`config.mk`:
```
export PLATFORM = sky130hd
export DESIGN_NAME = decode_sequencer
export DESIGN_NICKNAME = d
export VERILOG_FILES = /design/src/rtl/decode_pkg.sv /design/src/rtl/uop_rom.sv /design/src/rtl/decode_sequencer.sv
export SDC_FILE = /design/constraint.sdc
export NUM_CORES = 1
export LEC_CHECK = 0
export CAP_MARGIN = 20
export CORE_MARGIN = 5
export CORE_UTILIZATION = 40
export DETAILED_ROUTE_END_ITERATION = 8
export MAX_ROUTING_LAYER = met4
export PLACE_DENSITY = 0.64
export SYNTH_ARGS = -nofsm -noshare
export SYNTH_HDL_FRONTEND = slang
export SYNTH_SLANG_ARGS = --single-unit
export TNS_END_PERCENT = 1
```
`constraint.sdc`:
```
create_clock -name clk -period 2.1 [get_ports clk]
set_input_delay 0.525 -clock clk [delete_from_list [all_inputs] [get_ports clk]]
set_output_delay 0.525 -clock clk [all_outputs]
set_load 0.02 [all_outputs]
```
`src/rtl/decode_pkg.sv`:
```
// decode_pkg: shared constants and types for the decode stage.
//   - opcode / ALU code / ctrl bit-index localparams
//   - state_e FSM encoding
//   - decode_single(): {alu, ctrl} table for single-cycle and two-word opcodes
//   - op_legal / op_is_imm / op_is_seq opcode classifiers
package decode_pkg;

  localparam int OP_W    = 5;
  localparam int INSTR_W = 16;
  localparam int ALU_W   = 4;
  localparam int CTRL_W  = 21;

  localparam logic [OP_W-1:0] OP_BUBBLE = 5'h00;
  localparam logic [OP_W-1:0] OP_LDM    = 5'h01;
  localparam logic [OP_W-1:0] OP_STD    = 5'h02;
  localparam logic [OP_W-1:0] OP_ADD    = 5'h03;
  localparam logic [OP_W-1:0] OP_NOT    = 5'h04;
  localparam logic [OP_W-1:0] OP_NOP    = 5'h05;
  localparam logic [OP_W-1:0] OP_PUSH   = 5'h06;
  localparam logic [OP_W-1:0] OP_POP    = 5'h07;
  localparam logic [OP_W-1:0] OP_JZ     = 5'h08;
  localparam logic [OP_W-1:0] OP_JN     = 5'h09;
  localparam logic [OP_W-1:0] OP_JC     = 5'h0A;
  localparam logic [OP_W-1:0] OP_JMP    = 5'h0B;
  localparam logic [OP_W-1:0] OP_CALL   = 5'h0C;
  localparam logic [OP_W-1:0] OP_RET    = 5'h0D;
  localparam logic [OP_W-1:0] OP_RTI    = 5'h0E;
  localparam logic [OP_W-1:0] OP_INT    = 5'h0F;
  localparam logic [OP_W-1:0] OP_SETC   = 5'h10;
  localparam logic [OP_W-1:0] OP_CLRC   = 5'h11;
  localparam logic [OP_W-1:0] OP_LDD    = 5'h12;

  // ctrl bit positions, bit 20 = push down to bit 0 = mem_op
  localparam int unsigned CS_PUSH       = 20;
  localparam int unsigned CS_POP        = 19;
  localparam int unsigned CS_MEM_WRITE  = 18;
  localparam int unsigned CS_MEM_READ   = 17;
  localparam int unsigned CS_REG_WRITE  = 16;
  localparam int unsigned CS_ALU_OP     = 15;
  localparam int unsigned CS_IMM_SEL    = 14;
  localparam int unsigned CS_JZ         = 13;
  localparam int unsigned CS_JN         = 12;
  localparam int unsigned CS_JC         = 11;
  localparam int unsigned CS_JMP        = 10;
  localparam int unsigned CS_CALL       = 9;
  localparam int unsigned CS_RET        = 8;
  localparam int unsigned CS_RTI        = 7;
  localparam int unsigned CS_INT        = 6;
  localparam int unsigned CS_SETC       = 5;
  localparam int unsigned CS_CLRC       = 4;
  localparam int unsigned CS_FLAGS_WE   = 3;
  localparam int unsigned CS_BRANCH     = 2;
  localparam int unsigned CS_MEM_TO_REG = 1;
  localparam int unsigned CS_MEM_OP     = 0;

  localparam logic [ALU_W-1:0] ALU_NONE = 4'b0000;
  localparam logic [ALU_W-1:0] ALU_PASS = 4'b0010;
  localparam logic [ALU_W-1:0] ALU_NOT  = 4'b0100;
  localparam logic [ALU_W-1:0] ALU_ADD  = 4'b1000;

  typedef enum logic [1:0] {IDLE, IMM, SEQ} state_e;

  typedef struct packed {
    logic [ALU_W-1:0]  alu;
    logic [CTRL_W-1:0] ctrl;
  } dec_t;

  function automatic logic [CTRL_W-1:0] cb(input int unsigned idx);
    return CTRL_W'(1) << idx;
  endfunction

  function automatic logic op_legal(input logic [OP_W-1:0] op);
    return op <= OP_LDD;
  endfunction

  function automatic logic op_is_imm(input logic [OP_W-1:0] op);
    return (op == OP_LDM) || (op == OP_LDD);
  endfunction

  function automatic logic op_is_seq(input logic [OP_W-1:0] op);
    return (op == OP_CALL) || (op == OP_RTI) || (op == OP_INT);
  endfunction

  // Bubble, NOP, illegal and the sequenced opcodes all map to zero here;
  // the sequenced ones are expanded by uop_rom instead.
  function automatic dec_t decode_single(input logic [OP_W-1:0] op);
    dec_t d;
    d = '0;
    case (op)
      OP_LDM:  begin d.alu = ALU_PASS; d.ctrl = cb(CS_REG_WRITE) | cb(CS_IMM_SEL); end
      OP_STD:  d.ctrl = cb(CS_MEM_WRITE) | cb(CS_MEM_OP);
      OP_ADD:  begin d.alu = ALU_ADD; d.ctrl = cb(CS_REG_WRITE) | cb(CS_ALU_OP) | cb(CS_FLAGS_WE); end
      OP_NOT:  begin d.alu = ALU_NOT; d.ctrl = cb(CS_REG_WRITE) | cb(CS_ALU_OP) | cb(CS_FLAGS_WE); end
      OP_PUSH: d.ctrl = cb(CS_PUSH) | cb(CS_MEM_WRITE) | cb(CS_MEM_OP);
      OP_POP:  d.ctrl = cb(CS_POP) | cb(CS_MEM_READ) | cb(CS_MEM_OP) | cb(CS_REG_WRITE) | cb(CS_MEM_TO_REG);
      OP_JZ:   d.ctrl = cb(CS_JZ)  | cb(CS_BRANCH);
      OP_JN:   d.ctrl = cb(CS_JN)  | cb(CS_BRANCH);
      OP_JC:   d.ctrl = cb(CS_JC)  | cb(CS_BRANCH);
      OP_JMP:  d.ctrl = cb(CS_JMP) | cb(CS_BRANCH);
      OP_RET:  d.ctrl = cb(CS_POP) | cb(CS_MEM_READ) | cb(CS_MEM_OP) | cb(CS_RET);
      OP_SETC: d.ctrl = cb(CS_SETC) | cb(CS_FLAGS_WE);
      OP_CLRC: d.ctrl = cb(CS_CLRC) | cb(CS_FLAGS_WE);
      OP_LDD:  d.ctrl = cb(CS_REG_WRITE) | cb(CS_MEM_READ) | cb(CS_MEM_OP) | cb(CS_MEM_TO_REG) | cb(CS_IMM_SEL);
      default: d = '0;
    endcase
    return d;
  endfunction

endpackage

```
`src/rtl/uop_rom.sv`:
```
// uop_rom: combinational micro-op table for the multi-cycle opcodes.
//   op, step   -> opcode being sequenced and micro-op index
//   alu_ctrl   -> ALU select for this micro-op
//   ctrl       -> 21-bit control bundle for this micro-op
//   last       -> this is the final micro-op of the sequence
module uop_rom
  import decode_pkg::*;
(
  input  logic [OP_W-1:0]   op,
  input  logic [1:0]        step,
  output logic [ALU_W-1:0]  alu_ctrl,
  output logic [CTRL_W-1:0] ctrl,
  output logic              last
);

  always_comb begin
    alu_ctrl = ALU_NONE;
    ctrl     = '0;
    last     = 1'b1;
    case (op)
      OP_CALL: begin
        if (step == 2'd0) begin
          ctrl = cb(CS_PUSH) | cb(CS_MEM_WRITE) | cb(CS_MEM_OP);
          last = 1'b0;
        end else begin
          ctrl = cb(CS_CALL);
        end
      end
      OP_RTI: begin
        if (step == 2'd0) begin
          ctrl = cb(CS_POP) | cb(CS_MEM_READ) | cb(CS_RET);
          last = 1'b0;
        end else begin
          ctrl = cb(CS_POP) | cb(CS_MEM_READ) | cb(CS_RTI);
        end
      end
      OP_INT: begin
        if (step < 2'd2) begin
          ctrl = cb(CS_PUSH) | cb(CS_MEM_WRITE) | cb(CS_INT);
          last = 1'b0;
        end else begin
          ctrl = cb(CS_INT) | cb(CS_JMP);
        end
      end
      default: begin
        alu_ctrl = ALU_NONE;
        ctrl     = '0;
        last     = 1'b1;
      end
    endcase
  end

endmodule

```
`src/rtl/decode_sequencer.sv`:
```
// decode_sequencer: registered decode stage feeding the ID/EX buffer.
//   clk, rst_n          clock, async active-low reset
//   instr/instr_valid/instr_ready   fetch handshake (opcode or immediate word)
//   stall, flush        hazard hold; branch/interrupt flush (flush wins)
//   alu_ctrl, ctrl      registered control bundle for the current micro-op
//   imm                 captured immediate for LDM/LDD
//   uop_step            micro-op index within the current instruction
//   illegal_op          one-cycle pulse on an unknown opcode
module decode_sequencer #(
  parameter int OP_W    = 5,
  parameter int INSTR_W = 16,
  parameter int ALU_W   = 4
) (
  input  logic               clk,
  input  logic               rst_n,
  input  logic [INSTR_W-1:0] instr,
  input  logic               instr_valid,
  output logic               instr_ready,
  input  logic               stall,
  input  logic               flush,
  output logic [ALU_W-1:0]   alu_ctrl,
  output logic [20:0]        ctrl,
  output logic [INSTR_W-1:0] imm,
  output logic [1:0]         uop_step,
  output logic               illegal_op
);
  import decode_pkg::*;

  state_e             state_q, state_d;
  logic [OP_W-1:0]    pend_op_q, pend_op_d;   // LDM/LDD awaiting imm, or op being sequenced
  logic [1:0]         step_q, step_d;
  logic [ALU_W-1:0]   alu_q, alu_d;
  logic [20:0]        ctrl_q, ctrl_d;
  logic [INSTR_W-1:0] imm_q, imm_d;
  logic               illegal_q, illegal_d;

  logic [OP_W-1:0]    opcode;
  logic               accept;
  dec_t               in_dec, pend_dec;
  logic [OP_W-1:0]    rom_op;
  logic [1:0]         rom_step;
  logic [ALU_W-1:0]   rom_alu;
  logic [20:0]        rom_ctrl;
  logic               rom_last;

  assign opcode      = instr[INSTR_W-1 -: OP_W];
  assign instr_ready = (state_q != SEQ) && !stall && !flush;
  assign accept      = instr_valid && instr_ready;
  assign in_dec      = decode_single(opcode);
  assign pend_dec    = decode_single(pend_op_q);

  // In IDLE the ROM looks at the incoming opcode's first uop; in SEQ it
  // supplies the uop after the one currently on the outputs.
  assign rom_op   = (state_q == SEQ) ? pend_op_q : opcode;
  assign rom_step = (state_q == SEQ) ? step_q + 2'd1 : 2'd0;

  uop_rom u_rom (
    .op       (rom_op),
    .step     (rom_step),
    .alu_ctrl (rom_alu),
    .ctrl     (rom_ctrl),
    .last     (rom_last)
  );

  // state register
  always_ff @(posedge clk or negedge rst_n) begin
    if (!rst_n) begin
      state_q   <= IDLE;
      pend_op_q <= '0;
      step_q    <= '0;
      alu_q     <= '0;
      ctrl_q    <= '0;
      imm_q     <= '0;
      illegal_q <= 1'b0;
    end else begin
      state_q   <= state_d;
      pend_op_q <= pend_op_d;
      step_q    <= step_d;
      alu_q     <= alu_d;
      ctrl_q    <= ctrl_d;
      imm_q     <= imm_d;
      illegal_q <= illegal_d;
    end
  end

  // next state
  always_comb begin
    state_d = state_q;
    if (flush) begin
      state_d = IDLE;
    end else if (!stall) begin
      case (state_q)
        IDLE: if (accept && op_legal(opcode)) begin
                if (op_is_imm(opcode))      state_d = IMM;
                else if (op_is_seq(opcode)) state_d = SEQ;
              end
        IMM:  if (accept) state_d = IDLE;
        SEQ:  if (rom_last) state_d = IDLE;
        default: state_d = IDLE;
      endcase
    end
  end

  // outputs (registered bundle)
  always_comb begin
    pend_op_d = pend_op_q;
    step_d    = step_q;
    alu_d     = alu_q;
    ctrl_d    = ctrl_q;
    imm_d     = imm_q;
    // illegal_op is a strict one-cycle pulse, so it drops even under stall
    illegal_d = 1'b0;
    if (flush) begin
      step_d = '0;
      alu_d  = '0;
      ctrl_d = '0;
    end else if (!stall) begin
      // bubble unless something below overrides it
      step_d = '0;
      alu_d  = '0;
      ctrl_d = '0;
      case (state_q)
        IDLE: if (accept) begin
                pend_op_d = opcode;
                if (!op_legal(opcode)) begin
                  illegal_d = 1'b1;
                end else if (op_is_seq(opcode)) begin
                  alu_d  = rom_alu;
                  ctrl_d = rom_ctrl;
                end else if (!op_is_imm(opcode)) begin
                  alu_d  = in_dec.alu;
                  ctrl_d = in_dec.ctrl;
                end
              end
        // the word here is data only; its top bits are never decoded
        IMM:  if (accept) begin
                alu_d  = pend_dec.alu;
                ctrl_d = pend_dec.ctrl;
                imm_d  = instr;
              end
        SEQ:  begin
                alu_d  = rom_alu;
                ctrl_d = rom_ctrl;
                step_d = rom_step;
              end
        default: ;
      endcase
    end
  end

  assign alu_ctrl   = alu_q;
  assign ctrl       = ctrl_q;
  assign imm        = imm_q;
  assign uop_step   = step_q;
  assign illegal_op = illegal_q;

endmodule

```
==> results.md, run 1 <==
* Via density at 5.50
* Arr. time, crit path at 1480 ps
* Post-synth EDFFs at 0
* # Max-Cap Violations at 0
* Peak VDD IR at 284 uV
* Pre-Repair DR Iteration Count at 5
* Vias in the first global route at 2465
* CTS tree: done
* Initial Util at 41.7%
* Slowest-stage cell, CP: clkdlybuf4s50_1
* Met1 usage at 26.8%
* CTS H-tree lvls at 2
* Largest net degree at the start of global routing at 30
* CP Capture Point: uop_step[0]
* Hold-fix buffers at CTS at 0
* Status: finished clean
* WS Path Type: register to output port
* Grt met2 use at 30.4%
* Final Power at 1.97 mW
* RSZ-0062 raised after global routing: no
* PortBufs at 64
* Pwr Density at 521 nW/um^2
* Ys flop type: dfrtp_1
* DRT Wirelength at 7900 um
* M3 GR Usage at 3.11%
* Share of cells above drive strength 1 at 16.6%
* Final setup margin at 90.1 ps
* Area growth syn-to-layout at 40.3%
* Hold Crit Class: primary input to async pin
* Instance count on the critical path at 1
* Pins Over Slew Limit at 0
* Rows at 29
* Worst Path Max Fanout at 10
* HPWL Detailed at 6080 um
* Final period utilization at 95.7%
* CTS max path bufs at 2
* Synth Area per Inst at 8.57 um^2
* Worst-path clk slew at 90 ps
* Design Area, Final at 3770 um^2
* Vias at 2675
* DR WL/cell at 16.3 um
* Core area at 6460 um^2
* R2r endpoint: ctrl[6]
* Routability congestion estimate at 0.901
* Initial DRC Count at 168
* Area of the mapped netlist at 2690 um^2
* Cell accounting for the most synthesized area: dfrtp_1
* Top cells by count, synth: nand2_1 (81), dfrtp_1 (50), nor2_1 (21)
* Worst path top cell family by delay: buffers and inverters
* Worst setup path startpoint: uop_step[0]
* Most crowded layer after global routing: met2
* Fillcell total at 620
* Final #Nets at 430
* Clock sinks at 50
* Sequential-to-total area share from yosys stat at 46.5%
* Leakage power at 1.74 nW
* Distinct cells, synth at 51
* First-pass GRT wire length at 12900 um
* CP peak stage delay at 660 ps
* Synthesis-stage register bit count at 50
* Worst Setup Start Kind: register
* Clock Skews at 8.34 ps
* Achievable frequency at 498 MHz
* Async SR Flop Fraction at 100%
* # IOs at 66
* Initial antenna violation count at 0
* Mapped Nets at 335
* Area contributors post-synth: dfrtp_1 (46%), nand2_1 (11%), o21ai_0 (3.0%)
* Die Ht at 92.0 um
* CTS Buf Count at 5
* Min Hold Slack at 208 ps
* Post-layout min period at 2010 ps
* Total GRT Usage at 19.7%
* Clock Tree Root: clkbuf_8
* DP Area at 3700 um^2
* Antenna Cells at 0
* Drt drc at 0
* Final hold violation count at 0
* Rel. slew slack at 61.3%
* Crit. End Element: output port
* Crit-path cells: clkdlybuf4s50_1
* Post-CTS Repair Setup Buffers at 0
* Reg2Reg Launch Point: state_q[0]
* Worst slew pin tran at 581 ps
* DRT antenna net count at 0
* Width of the die at 92.0 um
* Post-Syn Instances at 314
* Share of the synthesized area in the top cell type at 46.5%
* Worst R2R Setup Slack at 240 ps
* Die area at 8470 um^2
* Cell count of the worst reg-to-reg path at 6
* Worst skew pair latency at 300 ps
* Yosys Warn Count at 0
* Most frequent cell after synthesis: nand2_1
* Worst path required time at 1570 ps
* Gr ovfl total at 0
* Setup violators final at 0
* Post-Place Setup Slack at -301 ps
* Crit path buf inv count at 1
## metrics by stage
step | TNS [ps] | utilization, % | instances
floorplan | 0 | - | 314
global placement | -1890 | 57.3 | 479
detailed placement | -2370 | 57.3 | 479
CTS | 0 | 58.5 | 486
global route | 0 | 58.4 | 486
finish | 0 | 58.4 | 486
## kinds of logic after synthesis
kind of cell / count (synthesis) / synth area share [%]
buffers and inverters: 29 / 4.84
muxes: 6 / 2.42
other: 1 / 0.139
xor gates and xnor gates: 1 / 0.325
DFF: 50 / 46.5
AOI/OAI and AO/OA: 59 / 15.5
and+or+nand+nor: 168 / 30.3
## per-layer routing
metal	wire, um	part of all wire [%]	vias up
met2	3710	47	96
met1	3650	46	1278
met4	130	1.6	0
li1	-	-	1289
met5	0	0	-
met3	414	5.2	12
## registers in the layout, indices dropped and copies added, names as in the netlist
name	count
illegal_op	1
alu_ctrl	3
imm	16
pend_op_q	5
uop_step	2
ctrl	21
state_q	2
## how the worst min path moves through the flow
stage	from	to	slack (ps)	depth (start not counted)
after floorplan	rst_n	alu_ctrl[1]	230	0
after global placement	imm[6]	imm[6]	460	2
after detailed placement	imm[5]	imm[5]	460	2
after CTS	rst_n	uop_step[1]	220	1
after global routing	rst_n	uop_step[1]	230	1
final	rst_n	uop_step[1]	210	1
## cell usage in the layout (no fill, tap or decap), types with 4 or more instances in the layout
cell / n
dfrtp_1: 50
clkbuf_8: 5
nor2b_1: 8
nand2_1: 81
a32oi_1: 6
nor3_1: 12
buf_4: 47
nand2b_1: 7
o21ai_0: 16
nand3_1: 13
clkdlybuf4s50_1: 62
a21oi_1: 12
mux2_2: 4
inv_1: 4
nand4_1: 7
nor2_1: 21
## repair_timing
item                                    4_1_cts  5_1_grt
cloned                                        0        0
gates resized for setup                       2        2
endpoints found under the setup margin        1        1
## area by class of cell
cell class	count	area (um^2)	area share, %
timing repair buffer	113	1020	27.1
sequential	50	1250	33.1
multi-input combinational	235	1310	34.7
tap	77	96.3	2.55
clock buffer	5	68.8	1.82
clock inverter	2	10.0	0.265
inverter	4	15.0	0.398
## where the power goes
part | internal, mW | total [mW] | switching, mW | leakage (nW)
registers | 0.989 | 1.02 | 0.0363 | 0.688
clock network | 0.224 | 0.533 | 0.309 | 0.0438
logic | 0.181 | 0.408 | 0.228 | 1.01
Power figures use the tool's default switching activity.
==> inputs of run 2 (changes only) <==
- CAP_MARGIN: 20 -> 0
- CORE_MARGIN: 5 -> 2
==> results.md, run 2 (same netlist as run 1, synthesis figures left out) <==
* CTS H-tree lvls at 2 (unchanged)
* Core area at 6420 um^2 (-0.56%)
* RSZ-0062 raised after global routing: yes
* Worst Setup Start Kind: primary input
* DRT Wirelength at 7880 um (-0.25%)
* Post-Layout Cell Count at 490 (+0.82%)
* Crit-path cells: clkdlybuf4s50_1 > nor3_1 > clkdlybuf4s15_1
* Share of cells above drive strength 1 at 17.7% (+1.0 points)
* Routability congestion estimate at 0.895 (-0.61%)
* Vias in the first global route at 2593 (+5.2%)
* Via density at 5.50 (about the same)
* DR WL/cell at 16.1 um (-1.1%)
* First-pass GRT wire length at 13000 um (about the same)
* Initial DRC Count at 194 (+15%)
* Antenna Cells at 0 (unchanged)
* Worst path top cell family by delay: buffers and inverters
* Post-CTS Repair Setup Buffers at 0 (unchanged)
* Vias at 2695 (+0.75%)
* CTS max path bufs at 2 (unchanged)
* Worst path required time at 1570 ps (about the same)
* Post-layout min period at 2060 ps (+52.2 ps)
* PortBufs at 64 (unchanged)
* CTS tree: done
* Worst-path clk slew at 90 ps (about the same)
* Commonest non-fill, non-tap cell in the layout: nand2_1
* Crit. End Element: output port
* Pwr Density at 587 nW/um^2 (+13%)
* Total GRT Usage at 23.0% (+3.4 points)
* Final #Nets at 433 (+0.70%)
* Final hold violation count at 0 (unchanged)
* WS Path Type: primary input to output port
* Drt drc at 0 (unchanged)
* Hold Crit Class: primary input to async pin
* DP Cell Count at 482 (+0.63%)
* Width of the die at 86.0 um (-6.5%)
* CP peak stage delay at 490 ps (-170 ps)
* Final Power at 2.28 mW (+16%)
* Initial antenna violation count at 0 (unchanged)
* DRT antenna net count at 0 (unchanged)
* Leakage power at 1.79 nW (+3.2%)
* Initial Util at 41.9% (+0.24 points)
* Slowest-stage cell, CP: clkdlybuf4s50_1
* Status: finished clean
* Die Ht at 86.0 um (-6.5%)
* DRT met1 WL at 3620 um (-0.85%)
* # Max-Cap Violations at 0 (unchanged)
* HPWL Detailed at 5910 um (-2.9%)
* # IOs at 66 (unchanged)
* Peak VDD IR at 288 uV (+1.3%)
* Pins Over Slew Limit at 0 (unchanged)
* Fillcell total at 569 (-8.2%)
* WL met2 at 3660 um (-1.3%)
* Min Hold Slack at 307 ps (+99.5 ps)
* CTS Buf Count at 5 (unchanged)
* Top routing layer in use: met4
* Routed wl met3 at 461 um (+11%)
* Clock Skews at 10.5 ps (+2.14 ps)
* Die area at 7400 um^2 (-13%)
* Pre-Repair DR Iteration Count at 4 (-1)
* Clock sinks at 50 (unchanged)
* Gr ovfl total at 0 (unchanged)
* Final period utilization at 98.2% (+2.5 points)
* Area growth syn-to-layout at 44.6%
* Worst slew pin tran at 650 ps (+69.8 ps)
* Rows at 29 (unchanged)
* Arr. time, crit path at 1540 ps (+60 ps)
* Worst Path Max Fanout at 3 (-7)
* Final setup margin at 37.9 ps (-52.2 ps)
* Commonest non-fill, non-tap cells in the layout: nand2_1 (81), clkdlybuf4s50_1 (61), dfrtp_1 (50)
* Clock Tree Root: clkbuf_8
* Crit path buf inv count at 2 (+1)
* Rel. slew slack at 56.6% (-4.7 points)
* Post-Place Setup Slack at -297 ps (+3.79 ps)
* Achievable frequency at 485 MHz (-2.5%)
* Worst skew pair latency at 310 ps (about the same)
* Setup violators final at 0 (unchanged)
* Max FFs per register at 21 (unchanged)
* Largest net degree at the start of global routing at 51 (+70%)
run 2: timing repair:
action                                  CTS  global route
endpoints found under the hold margin     0             0
gates resized for setup                   2             4
pin swaps                                 0             1
hold buffers                              0             0
endpoints found under the setup margin    1            19
run 2: layout make-up:
| class | count | area (um^2) | area share [%] |
|---|---|---|---|
| tap | 77 | 96.3 | 2.48 |
| timing repair buffer | 116 | 1070 | 27.4 |
| sequential | 50 | 1250 | 32.1 |
| multi-input combinational | 235 | 1320 | 33.9 |
| clock inverter | 2 | 60.1 | 1.54 |
| clock buffer | 6 | 82.6 | 2.12 |
| inverter | 4 | 15.0 | 0.386 |
run 2: power by group:
part / total, mW / switching [mW] / internal, mW
Sequential: 1.02 / 0.0353 / 0.989
Clock: 0.838 / 0.330 / 0.508
Combinational: 0.421 / 0.241 / 0.181
run 2: per-layer routing:
| layer | track usage [%] | vias to the layer above |
|---|---|---|
| li1 | - | 1296 |
| met1 | 30.9 | 1293 |
| met2 | 35.0 | 92 |
| met3 | 4.14 | 14 |
| met4 | 8.08 | 0 |
| met5 | - | - |
run 2: final timing paths:
check / start / end / slack (ps) / cells after the start
max: flush / instr_ready / 40 / 3
min: rst_n / ctrl[12] / 310 / 2
max reg2reg: state_q[0] / ctrl[12] / 210 / 7
min reg2reg: imm[14] / imm[14] / 480 / 2
max in group asynchronous: rst_n / pend_op_q[0] / 1330 / 2
min in group clk: imm[14] / imm[14] / 480 / 2
run 2: per-stage QoR:
stage	setup TNS (ps)	cell area (um^2)	utilization (%)
after CTS	0	3880	60.4
after global routing	-5.23	3890	60.6
after detailed placement	-6280	3740	58.2
after floorplan	0	2690	-
after global placement	-4960	3740	58.2
final	0	3890	60.6
==> inputs of run 3 (changes only) <==
- PLACE_DENSITY: 0.64 -> 0.76
- clock period: 2.1 -> 2.5 ns (I/O delays scaled with it)
==> results.md, run 3 (same netlist as run 1, synthesis figures left out) <==
* Vias in the first global route at 2548 (-1.7%)
* Gr ovfl total at 0 (unchanged)
* Worst slew pin tran at 649 ps (-1.63 ps)
* Worst Path Max Fanout at 14 (+11)
* Setup_tns at 0 ps (unchanged)
* CTS Buf Count at 5 (unchanged)
* Pins Over Slew Limit at 0 (unchanged)
* Clock Tree Root: clkbuf_8
* # IOs at 66 (unchanged)
* Power Internal at 1.26 mW (-25%)
* # Max-Cap Violations at 0 (unchanged)
* PortBufs at 64 (unchanged)
* Initial Util at 41.9% (unchanged)
* CTS max path bufs at 2 (unchanged)
* HPWL Detailed at 5500 um (-7.0%)
* Status: finished clean
* Largest net degree at the start of global routing at 51 (unchanged)
* Worst Setup Start Kind: primary input
* Initial DRC Count at 261 (+35%)
* First-pass GRT wire length at 12100 um (-6.3%)
* Final setup margin at 266 ps (+228 ps)
* Share of total power in combinational logic at 16.5% (-1.9 points)
* Rel. slew slack at 56.8% (+0.11 points)
* CTS H-tree lvls at 2 (unchanged)
* Cell count of the worst reg-to-reg path at 5 (-2)
* Hold Crit Class: primary input to async pin
* Pre-Repair DR Iteration Count at 5 (+1)
* Initial antenna violation count at 0 (unchanged)
* Commonest non-fill, non-tap cell in the layout: nand2_1
* DRT Wirelength at 7560 um (-4.1%)
* Core area at 6420 um^2 (unchanged)
* Pwr Density at 480 nW/um^2 (-18%)
* CTS tree: done
* Final period utilization at 89.4%
* Die Ht at 86.0 um (unchanged)
* RSZ-0062 raised after global routing: no
* Share of cells above drive strength 1 at 12.8% (-4.9 points)
* Width of the die at 86.0 um (unchanged)
* Hold-fix buffers at CTS at 0 (unchanged)
* Reg2Reg Launch Point: state_q[0]
* Arr. time, crit path at 2410 ps (+870 ps)
* Achievable frequency at 448 MHz
* Rows at 29 (unchanged)
* Fillcell total at 581 (+2.1%)
* Post-CTS Repair Setup Buffers at 0 (unchanged)
* Peak VDD IR at 231 uV (-20%)
* Final #Nets at 412 (-4.8%)
* Reg power frac at 50.3% (+5.4 points)
* Die area at 7400 um^2 (unchanged)
* Post-Place Setup Slack at -37.0 ps (+260 ps)
* DRT antenna net count at 0 (unchanged)
* Min Hold Slack at 420 ps (+113 ps)
* Max FFs per register at 21 (unchanged)
* Worst-path clk slew at 100 ps (about the same)
* Worst skew pair latency at 300 ps (about the same)
* Commonest non-fill, non-tap cells in the layout: nand2_1 (81), clkdlybuf4s50_1 (62), dfrtp_1 (50)
* Psw at 0.504 mW (-17%)
* Clock sinks at 50 (unchanged)
* Total GRT Usage at 21.1% (-1.9 points)
* Setup violators final at 0 (unchanged)
* Post-layout min period at 2230 ps
* Antenna Cells at 0 (unchanged)
* WS Path Type: primary input to register
* Leakage power at 1.66 nW (-7.3%)
* Via density at 5.65 (+2.7%)
* Routability congestion estimate at 0.974 (+8.8%)
* Final hold violation count at 0 (unchanged)
* Final core occ at 57.3% (-3.3 points)
* Sw frac at 28.5% (+2.0 points)
* DR WL/cell at 16.1 um (+0.22%)
* Worst path required time at 2680 ps (+1110 ps)
* Clock Skews at 8.47 ps (-2.01 ps)
* Vias at 2650 (-1.7%)
* R2r endpoint: ctrl[6]
* Clock network fraction of total power at 33.2% (-3.5 points)
* Drt drc at 0 (unchanged)
* Worst R2R Setup Slack at 570 ps (+360 ps)
* Crit. End Element: register
* Area growth syn-to-layout at 36.8%
[run 3: layout make-up]
type / instances / area, um^2 / area share (%)
multi-input combinational: 235 / 1310 / 35.6
sequential: 50 / 1250 / 34.0
timing repair buffer: 95 / 892 / 24.2
tap: 77 / 96.3 / 2.62
clock buffer: 5 / 68.8 / 1.87
clock inverter: 3 / 47.5 / 1.29
inverter: 4 / 15.0 / 0.408
[run 3: power by group through the flow]
stage	clock, mW	combinational (mW)	sequential, mW
4_1_cts	0.607	0.290	0.886
2_1_floorplan	0	0.180	0.871
5_1_grt	0.641	0.318	0.892
3_5_place_dp	0	0.288	0.902
6_report	0.586	0.292	0.889
3_3_place_gp	0	0.286	0.901
[run 3: through the flow]
stage	total power, mW	cells	instance area (um^2)
floorplan	1.05	314	2690
global placement	1.19	461	3570
detailed placement	1.19	461	3570
CTS	1.78	469	3680
global route	1.85	469	3680
finish	1.77	469	3680
[run 3: routing by layer]
layer	share of wire, %	GRT usage [%]	up-vias
li1	-	-	1250
met2	47	33.1	131
met5	0	-	-
met4	1.6	5.34	0
met3	6.8	3.66	16
met1	44	28.5	1253
[run 3: worst max path at each step]
| stage | from | end | slack, ps |
|---|---|---|---|
| after global routing | stall | ctrl[19] | 110 |
| final | stall | ctrl[19] | 270 |
| after global placement | stall | instr_ready | -20 |
| after CTS | stall | instr_ready | 280 |
| after floorplan | instr[12] | state_q[1] | 530 |
| after detailed placement | stall | ctrl[19] | -40 |
[run 3: critical path, cell delays in order]
cell and delay (ps):
clkdlybuf4s50_1 490, buf_4 200, nor2_1 60, buf_4 150
nand3_1 220, buf_4 180, nor2_1 50, buf_4 150
a32oi_1 170, nand3_1 90
[run 3: timing repair]
item,4_1_cts,5_1_grt
hold endpoints to repair,0,0
setup endpoints to repair,1,0
resized for setup,1,0
==> RTL change (flow settings as in run 2) <==
Take the reset off `imm_q` and load it in a clocked block of its own.
--- a/src/rtl/decode_sequencer.sv
+++ b/src/rtl/decode_sequencer.sv
@@ -72,3 +72,2 @@
       ctrl_q    <= '0;
-      imm_q     <= '0;
       illegal_q <= 1'b0;
@@ -80,5 +79,8 @@
       ctrl_q    <= ctrl_d;
-      imm_q     <= imm_d;
       illegal_q <= illegal_d;
     end
+  end
+
+  always_ff @(posedge clk) begin
+    imm_q <= imm_d;
   end
Check against the original RTL: differs if rst_n is asserted again (counterexample within 4 cycles, from zero or initial values and one cycle with rst_n low); with rst_n held inactive, the same outputs for 4 cycles.
==> RTL change against run 2 <==
  * Routed wire length up 3.5%
  * Sequential cell count unchanged
  * Combinational power up 4%
  * Design area down 2.2%
  * Core utilization down 0.69 points
  * Maximum frequency down 1.0%
  * Synthesized area down 2.5%
  * Critical path depth up 2
  * Critical path type is now input port to flip-flop
  * Final cell count down 9.4%
  * Critical endpoint is now imm[4]$_DFFE_PP_
  * Clock skew down 0.0051 ns
  * Setup slack worse by 0.021 ns
  * Power down 4.7%
  * Sequential power up 4%
==> RTL change: results (changes against run 2) <==
- Drt total wl: 8160 um (+3.5%)
- Worst Path Arrival: 2.11 ns (+0.57 ns)
- Synth Warn #: 0 (unchanged)
- Cts bufs inserted: 5 (unchanged)
- Max Clock Skew: 0.00540 ns (-0.00508 ns)
- CTS Buffer Depth: 2 (unchanged)
- Area contributors post-synth: dfrtp_1 (32%), edfxtp_1 (18%), nand2_1 (4.4%)
- Leak Pwr: 1.52 nW (-15%)
- Critical Path Fanout Max: 16 (+13)
- Hpwl dp: 6000 um (+1.5%)
- Status: complete, no violations
- DRT iter0 DRCs: 286 (+47%)
- Worst-path clk slew: 0.09 ns (about the same)
- Fillers: 524 (-7.9%)
- Slowest-stage cell, CP: or4b_4
- Antenna violations before repair: 0 (unchanged)
- Layout cells sized above 1: 21.8% (+4.1 points)
- Grt total ovfl: 0 (unchanged)
- Wire length of the first global-routing pass: 13100 um (+0.85%)
- Syn Nets: 284 (-15%)
- Hold path depth: 2
- Gr usage total: 23.7% (+0.66 points)
- Port buffer count: 64 (unchanged)
- Tightest Hold Check Type: flip-flop to flip-flop
- Post-synth top cells: dfrtp_1 (34), nand2_1 (31), edfxtp_1 (16), o21ai_0 (16)
- Antenna cells: 0 (unchanged)
- Number of flip-flops in the largest register: 21 (unchanged)
- Count of different cell masters after synthesis: 57 (+12%)
- CTS Root Cell: clkbuf_8
- Max Cap Violations: 0 (unchanged)
- TritonRoute pass-1 iters: 5 (+1)
- R2r worst-path depth: 5 (-2)
- Async S/R FF share, synth: 68.0% (-32 points)
- Post-synth EDFFs: 16 (+16)
- Antenna-violating nets left: 0 (unchanged)
- Maximum VDD drop: 0.298 mV (+3.6%)
- Worst skew pair latency: around 0.30 ns
- CTS H-Tree Depth: 2 (unchanged)
- Fin nets: 387 (-11%)
- Total number of vias: 2525 (-6.3%)
- Placer Congestion: 0.911 (+1.8%)
- Max incr delay on CP: 0.55 ns (+0.06 ns)
- Sequential cell area fraction in the yosys report: 50.7% (+4.2 points)
- Largest net degree at the start of global routing: 35 (-31%)
RTL change: cell type report:
class,instances,area (sq um),share of cell area [%]
tap,77,96.3,2.53
clock inverter,3,40.0,1.05
clock buffer,5,68.8,1.81
timing repair buffer,116,1050,27.5
inverter,6,22.5,0.592
sequential,50,1330,35.0
multi-input combinational,187,1200,31.5
RTL change: where the power goes:
part	total (mW)	switching, mW	internal (mW)
sequential	1.06	0.0304	1.03
combinational	0.437	0.247	0.190
clock	0.681	0.330	0.351
RTL change: path summary, 6_finish.rpt:
check,end,slack (ns),start
worst max-delay path,imm[4]$_DFFE_PP_,0.02,instr_valid
worst min-delay path,ctrl[11]$_DFFE_PN0P_,0.50,ctrl[11]$_DFFE_PN0P_
worst max register to register,imm[4]$_DFFE_PP_,0.15,state_q[1]$_DFFE_PN0P_
worst min register to register,ctrl[11]$_DFFE_PN0P_,0.50,ctrl[11]$_DFFE_PN0P_
max in group asynchronous,ctrl[18]$_DFFE_PN0P_,1.15,rst_n
min in group asynchronous,ctrl[5]$_DFFE_PN0P_,0.61,rst_n
RTL change: critical path, delay by kind of cell:
family | cells | cell delay [ns]
and+or+nand+nor | 2 | 0.74
buffers and inverters | 3 | 0.85
RTL change: timing repair:
item / 4_1_cts / 5_1_grt
hold buffers: 0 / 0
buffers inserted: 0 / 2
resized for setup: 5 / 7
gates cloned: 0 / 0
pin swaps: 0 / 4
setup endpoints to repair: 25 / 8
RTL change: cells by family after synthesis:
kind of cell               Yosys count  share of synthesized area (%)
buffers and inverters               26                           4.48
xor gates and xnor gates             2                          0.668
muxes                                5                           2.05
adders and majority gates            1                          0.382
other                                1                          0.143
AOI/OAI and AO/OA                   63                           17.1
and+or+nand+nor                    115                           24.4
DFF                                 50                           50.7
RTL change: per-stage QoR:
step | std cells | instance area [sq um] | setup slack (ns) | hold WS [ns]
global placement | 434 | 3660 | -0.393 | 0.473
floorplan | 263 | 2630 | -0.000693 | 0.229
CTS | 442 | 3770 | -0.0230 | 0.500
finish | 444 | 3800 | 0.0167 | 0.501
global route | 444 | 3800 | -0.0201 | 0.524
detailed placement | 434 | 3660 | -0.449 | 0.471
RTL change: layer usage:
metal  vias up  track usage (%)  routed length (um)
met5         -                -                   0
met4         0             6.35                 127
met3        11             3.79                 485
met2       104             36.8                3830
met1      1225             32.5                3720
li1       1185                -                   -
